**src/rtl/regfile_op_seq.sv**
```systemverilog
// -----------------------------------------------------------------------------
// regfile_op_seq
// Operand-fetch / writeback sequencer for the LC-3 register file. Handles one
// operate instruction (ADD, AND, NOT) at a time: reads SR1 and, for the
// register form, SR2 through the single registered read port. It then hands
// both operands to the ALU, waits for the result, writes it to DR and updates
// the NZP condition codes.
//
// Ports
//   clk, rst                   clock, synchronous active-high reset
//   in_valid/in_ready/in_instr instruction handshake from decode
//   rf_rd_sel/rf_rd_data       register file read port (RF_RD_LAT cycles)
//   rf_wr_sel/rf_wr_data/rf_we register file write port (one-cycle pulse)
//   alu_op/alu_a/alu_b/alu_valid   operands to the ALU (00 ADD, 01 AND, 10 NOT)
//   alu_res_valid/alu_res      result from the ALU
//   cc_nzp                     condition codes {N,Z,P}
//   done, err                  writeback-complete / illegal-opcode pulses
// -----------------------------------------------------------------------------
module regfile_op_seq #(
    parameter int RF_RD_LAT = 1
) (
    input  logic        clk,
    input  logic        rst,
    input  logic        in_valid,
    output logic        in_ready,
    input  logic [15:0] in_instr,
    output logic [2:0]  rf_rd_sel,
    input  logic [15:0] rf_rd_data,
    output logic [2:0]  rf_wr_sel,
    output logic [15:0] rf_wr_data,
    output logic        rf_we,
    output logic [1:0]  alu_op,
    output logic [15:0] alu_a,
    output logic [15:0] alu_b,
    output logic        alu_valid,
    input  logic        alu_res_valid,
    input  logic [15:0] alu_res,
    output logic [2:0]  cc_nzp,
    output logic        done,
    output logic        err
);

    localparam logic [2:0] ST_IDLE = 3'd0;
    localparam logic [2:0] ST_RD_A = 3'd1;
    localparam logic [2:0] ST_RD_B = 3'd2;
    localparam logic [2:0] ST_EXEC = 3'd3;
    localparam logic [2:0] ST_WB   = 3'd4;

    localparam logic [1:0] OP_ADD = 2'b00;
    localparam logic [1:0] OP_AND = 2'b01;
    localparam logic [1:0] OP_NOT = 2'b10;

    // Last value of the read-wait counter: a read phase lasts RF_RD_LAT+1 cycles.
    localparam logic [1:0] RD_LAST = 2'(RF_RD_LAT);

    // Sign-extend the 5-bit immediate of ADD/AND.
    function automatic logic [15:0] sext5(input logic [4:0] imm);
        return {{11{imm[4]}}, imm};
    endfunction

    // Exactly one of N, Z, P is set for any result.
    function automatic logic [2:0] calc_nzp(input logic [15:0] res);
        if (res[15]) begin
            return 3'b100;
        end else if (res == 16'h0000) begin
            return 3'b010;
        end else begin
            return 3'b001;
        end
    endfunction

    logic [2:0]  state_r;
    logic [1:0]  rd_cnt_r;
    logic [2:0]  dr_r;
    logic [2:0]  sr2_r;
    logic        imm_mode_r;
    logic [4:0]  imm5_r;
    logic        in_ready_r;
    logic [2:0]  rf_rd_sel_r;
    logic [2:0]  rf_wr_sel_r;
    logic [15:0] rf_wr_data_r;
    logic        rf_we_r;
    logic [1:0]  alu_op_r;
    logic [15:0] alu_a_r;
    logic [15:0] alu_b_r;
    logic        alu_valid_r;
    logic [2:0]  cc_nzp_r;
    logic        done_r;
    logic        err_r;

    logic        dec_legal_s;
    logic [1:0]  dec_op_s;
    logic        rd_last_s;

    // Decode the opcode of the instruction currently offered.
    always_comb begin
        dec_legal_s = 1'b0;
        dec_op_s    = OP_ADD;
        case (in_instr[15:12])
            4'b0001: begin
                dec_legal_s = 1'b1;
                dec_op_s    = OP_ADD;
            end
            4'b0101: begin
                dec_legal_s = 1'b1;
                dec_op_s    = OP_AND;
            end
            4'b1001: begin
                dec_legal_s = 1'b1;
                dec_op_s    = OP_NOT;
            end
            default: begin
                dec_legal_s = 1'b0;
                dec_op_s    = OP_ADD;
            end
        endcase
    end

    assign rd_last_s = (rd_cnt_r == RD_LAST);

    // Sequencer state machine and all registered outputs.
    always_ff @(posedge clk) begin
        if (rst) begin
            state_r      <= ST_IDLE;
            rd_cnt_r     <= 2'd0;
            dr_r         <= 3'd0;
            sr2_r        <= 3'd0;
            imm_mode_r   <= 1'b0;
            imm5_r       <= 5'd0;
            in_ready_r   <= 1'b0;
            rf_rd_sel_r  <= 3'd0;
            rf_wr_sel_r  <= 3'd0;
            rf_wr_data_r <= 16'h0000;
            rf_we_r      <= 1'b0;
            alu_op_r     <= OP_ADD;
            alu_a_r      <= 16'h0000;
            alu_b_r      <= 16'h0000;
            alu_valid_r  <= 1'b0;
            cc_nzp_r     <= 3'b010;
            done_r       <= 1'b0;
            err_r        <= 1'b0;
        end else begin
            // Pulse outputs fall back to zero unless re-asserted below.
            rf_we_r <= 1'b0;
            done_r  <= 1'b0;
            err_r   <= 1'b0;
            case (state_r)
                ST_IDLE: begin
                    in_ready_r <= 1'b1;
                    if (in_valid && in_ready_r) begin
                        if (dec_legal_s) begin
                            dr_r        <= in_instr[11:9];
                            sr2_r       <= in_instr[2:0];
                            imm_mode_r  <= in_instr[5];
                            imm5_r      <= in_instr[4:0];
                            alu_op_r    <= dec_op_s;
                            rf_rd_sel_r <= in_instr[8:6];
                            rd_cnt_r    <= 2'd0;
                            in_ready_r  <= 1'b0;
                            state_r     <= ST_RD_A;
                        end else begin
                            // Rejected opcode: no register file access, stay ready.
                            err_r <= 1'b1;
                        end
                    end
                end
                ST_RD_A: begin
                    if (rd_last_s) begin
                        alu_a_r  <= rf_rd_data;
                        rd_cnt_r <= 2'd0;
                        if (alu_op_r == OP_NOT) begin
                            alu_b_r     <= 16'h0000;
                            alu_valid_r <= 1'b1;
                            state_r     <= ST_EXEC;
                        end else if (imm_mode_r) begin
                            alu_b_r     <= sext5(imm5_r);
                            alu_valid_r <= 1'b1;
                            state_r     <= ST_EXEC;
                        end else begin
                            rf_rd_sel_r <= sr2_r;
                            state_r     <= ST_RD_B;
                        end
                    end else begin
                        rd_cnt_r <= rd_cnt_r + 2'd1;
                    end
                end
                ST_RD_B: begin
                    if (rd_last_s) begin
                        alu_b_r     <= rf_rd_data;
                        rd_cnt_r    <= 2'd0;
                        alu_valid_r <= 1'b1;
                        state_r     <= ST_EXEC;
                    end else begin
                        rd_cnt_r <= rd_cnt_r + 2'd1;
                    end
                end
                ST_EXEC: begin
                    // Writeback outputs are loaded here so they are visible
                    // during the single WB cycle.
                    if (alu_res_valid) begin
                        alu_valid_r  <= 1'b0;
                        rf_we_r      <= 1'b1;
                        rf_wr_sel_r  <= dr_r;
                        rf_wr_data_r <= alu_res;
                        cc_nzp_r     <= calc_nzp(alu_res);
                        done_r       <= 1'b1;
                        state_r      <= ST_WB;
                    end else begin
                        alu_valid_r <= 1'b1;
                    end
                end
                ST_WB: begin
                    in_ready_r <= 1'b1;
                    state_r    <= ST_IDLE;
                end
                default: begin
                    in_ready_r  <= 1'b0;
                    alu_valid_r <= 1'b0;
                    state_r     <= ST_IDLE;
                end
            endcase
        end
    end

    assign in_ready   = in_ready_r;
    assign rf_rd_sel  = rf_rd_sel_r;
    assign rf_wr_sel  = rf_wr_sel_r;
    assign rf_wr_data = rf_wr_data_r;
    assign rf_we      = rf_we_r;
    assign alu_op     = alu_op_r;
    assign alu_a      = alu_a_r;
    assign alu_b      = alu_b_r;
    assign alu_valid  = alu_valid_r;
    assign cc_nzp     = cc_nzp_r;
    assign done       = done_r;
    assign err        = err_r;

endmodule

```
**config.mk**
```make
export PLATFORM = sky130hd
export DESIGN_NAME = regfile_op_seq
export DESIGN_NICKNAME = d
export VERILOG_FILES = /design/src/rtl/regfile_op_seq.sv
export SDC_FILE = /design/constraint.sdc
export NUM_CORES = 1
export LEC_CHECK = 0
export CAP_MARGIN = 40
export CORE_MARGIN = 2
export CORE_UTILIZATION = 30
export DETAILED_ROUTE_END_ITERATION = 16
export SLEW_MARGIN = 10
export SYNTH_ARGS = -nofsm -noshare
export SYNTH_HDL_FRONTEND = slang
export SYNTH_SLANG_ARGS = --single-unit
```
**constraint.sdc**
```tcl
create_clock -name clk -period 2.9 [get_ports clk]
set_input_delay 0.87 -clock clk [delete_from_list [all_inputs] [get_ports clk]]
set_output_delay 0.87 -clock clk [all_outputs]
set_load 0.02 [all_outputs]
```
==> reports/metrics.yaml <==
run_status: "completed"
drt_pre_antenna_iters: 4
final.period_utilization_pct: 76.8
antenna_found_initial: 0
worst_hold_path_type: "reg -> reg"
critical_path_cell_list: "clkdlybuf4s50_1"
async_flop_share_pct: 0
rsz0062_at_grt: "no"
global_route_wire_length_before_repair_um: 14500
whs_path_depth: 2
synthDominantCellAreaShare_pct: 49.8
detailedRoute.firstIterationViolations: 76
ctsResizeCount: 0
groute.usage.overall_pct: 16.2
cpPeakStageDelay_ns: 0.63
htree_levels: 3
final_count_of_hold_timing_violations: 0
postSynth.topFlopCell: "dfxtp_1"
achievable-frequency_ghz: 0.449
timing.rr.start: "state_r[0]"
maxSlewHeadroom_pct: 55.0
finalMaxSlewViolations: 0
powerDensity_nw_per_um2: 488
place.port_buffers: 115
cpLargestDelayFamily: "buffers and inverters"
number_of_buffers_added_for_setup_after_cts: 0
vdd_ir_drop_max_uv: 270
globalRouteOverflowTotal: 0
grt_max_degree: 33
setup_viol_count_final: 0
synth_cells: 370
ys_types: 43
ff_to_ff_end: "alu_a[10]"
cts_hold_buffers: 0
setup_slack_ns: 0.673
synth_edf_count: 0
worst-r2r-cell-count: 4
routed_wire_length_per_instance_um: 14.2
synth.cell_area_um2: 3060
synth-warning-count: 0
place_worst_setup_slack_ns: 0.472
holdPathEnd: "rf_wr_sel[2]"
drcViolationCount: 0
via_per_inst: 4.76
worst-endpoint-required_ns: 2.03
fin_skew_ns: 0.00721
signal_arrival_time_at_the_worst_endpoint_ns: 1.36
synth-seq-area-share_pct: 49.8
hold_path_startpoint: "dr_r[2]"
synthesis.nets: 422
cellLeakagePower_nw: 1.58
routed-via-count: 2925
placeable_core_region_um2: 9820
cts_buffer_depth: 2
dpl.cell_count: 599
core.rowCount: 36
starting_density_of_the_core_pct: 31.1
cp-end-kind: "output pin"
clock_pin_transition_on_the_worst_setup_and_hold_timing_paths_ns: 0.08
critical-path-slowest-cell: "clkdlybuf4s50_1"
r2r_slack_ns: 0.78
finalCoreUtilization_pct: 46.4
clk-insertion-delay-late_ns: 0.34
clockRootBuffer: "clkbuf_8"
max_cap_viols: 0
post-synth-top-area-cell: "dfxtp_1"
synth_register_bits: 76
filler_cell_count: 1016
die_height_um: 105
wl_um: 8760
syn_area_per_cell_um2: 8.26
die-area_um2: 11000
area.growth.synth_to_final_pct: 49.1
setup.worst_path.start_class: "flip-flop"
nets: 529
worst-setup-path-type: "reg -> out"
ioPinCount: 116
stdcell_count: 615
hpwlAfterDp_um: 6330
crit_path_max_fanout: 4
period_minus_slack_ns: 2.23
dieWidth_um: 105
gp_congestion: 0.759
timing_worst_slew_pin_value_ns: 0.674
hold-worst-slack_ns: 0.455
n_antenna_cell: 0
ys_top_cells_by_area: "dfxtp_1 (50%), nand2_1 (12%), a21oi_1 (8.7%)"
final.setup.tns_ns: 0
antenna_left: 0
cts_inserted_buffers: 9
drive_gt1_share_pct: 7.05
critPathBufInv: 1
cts_tree: "yes"
first_global_vias: 2832
cts.sinks: 76
## report_power, final
group          internal (mW)  switching [mW]
clock                  0.572           0.399
sequential              1.05          0.0144
combinational          0.103          0.0832
## cell families (layout without fill, tap and decap cells)
kind of cell    after synthesis  after routing  share of synthesized area (%)
flops                        76             76                           49.8
compound gates               90             90                           17.4
simple gates                155            155                           22.8
xor+xnor                      1              1                          0.287
buf+inv                      34            146                           5.12
mux                          14             14                           4.58
## routing by layer
metal  global-route usage [%]  vias to the layer above  part of all wire (%)
met3                     5.05                        6                   7.3
met2                     25.8                       79                    47
li1                         -                     1483                     -
met4                     5.71                        0                  0.87
met1                     20.7                     1357                    45
met5                        0                        -                     0
## cell usage in the layout (no fill, tap or decap), drive strengths merged, types with 2 or more instances in the layout
cell | Yosys | final
clkdlybuf4s50 | 0 | 114
nand2 | 94 | 94
dfxtp | 76 | 76
a21oi | 53 | 53
nor2 | 23 | 23
o21ai | 15 | 15
mux2i | 14 | 14
clkbuf | 17 | 10
buf | 11 | 10
nand3 | 7 | 7
nor4 | 6 | 6
inv | 6 | 6
nor2b | 5 | 5
a311oi | 5 | 5
and3 | 4 | 4
nor4b | 3 | 3
nand4 | 3 | 3
a211oi | 3 | 3
clkinvlp | 0 | 3
bufinv | 0 | 3
and2 | 2 | 2
o221a | 2 | 2
o211a | 2 | 2
a22oi | 2 | 2
o211ai | 2 | 2
nand2b | 2 | 2
or4 | 2 | 2
## cell type report
cell class / instances / area, um^2 / area share, %
timing repair buffer: 124 / 1210 / 26.6
sequential: 76 / 1520 / 33.4
tap: 133 / 166 / 3.65
multi-input combinational: 260 / 1390 / 30.5
inverter: 6 / 25.0 / 0.549
clock inverter: 6 / 113 / 2.47
clock buffer: 10 / 128 / 2.80
## worst max-delay path by stage
stage | startpoint | endpoint | slack, ns | depth (start not counted)
finish | alu_op[0] | alu_op[0] | 0.67 | 1
global route | state_r[0] | alu_a[3] | 0.55 | 4
CTS | alu_op[0] | alu_op[0] | 0.64 | 1
detailed placement | in_valid | rf_rd_sel[1] | 0.47 | 5
global placement | in_valid | rf_rd_sel[2] | 0.52 | 5
floorplan | in_instr[12] | rf_rd_sel[1] | 1.01 | 4
## stage by stage
step,instance area (um^2),total power [mW]
3_5_place_dp,4320,1.28
2_1_floorplan,3060,1.17
6_report,4560,2.23
5_1_grt,4560,2.31
3_3_place_gp,4320,1.28
4_1_cts,4560,2.25
## state kept, by name (all words and copies together), names as in the netlist, 2 cells and up
name,count
cc_nzp,2
alu_a,16
state_r,3
rf_wr_sel,3
sr2_r,2
rf_wr_data,16
alu_op,2
imm5_r,3
rd_cnt_r,2
alu_b,16
dr_r,3
rf_rd_sel,3
## Yosys cell counts (2+ instances only)
master,number
nand4_1,3
o21ai_0,15
a211oi_1,3
o221a_2,2
nor4_1,6
dfxtp_1,76
nor2_1,22
and2_1,2
and3_1,4
o211ai_1,2
nor4b_1,3
o211a_1,2
a311oi_1,5
buf_4,3
buf_2,6
a22oi_1,2
nor2b_1,5
clkbuf_1,17
mux2i_1,14
nand3_1,7
inv_1,4
nand2_1,94
a21oi_1,53
No activity file was read; power rests on OpenSTA's default activity.
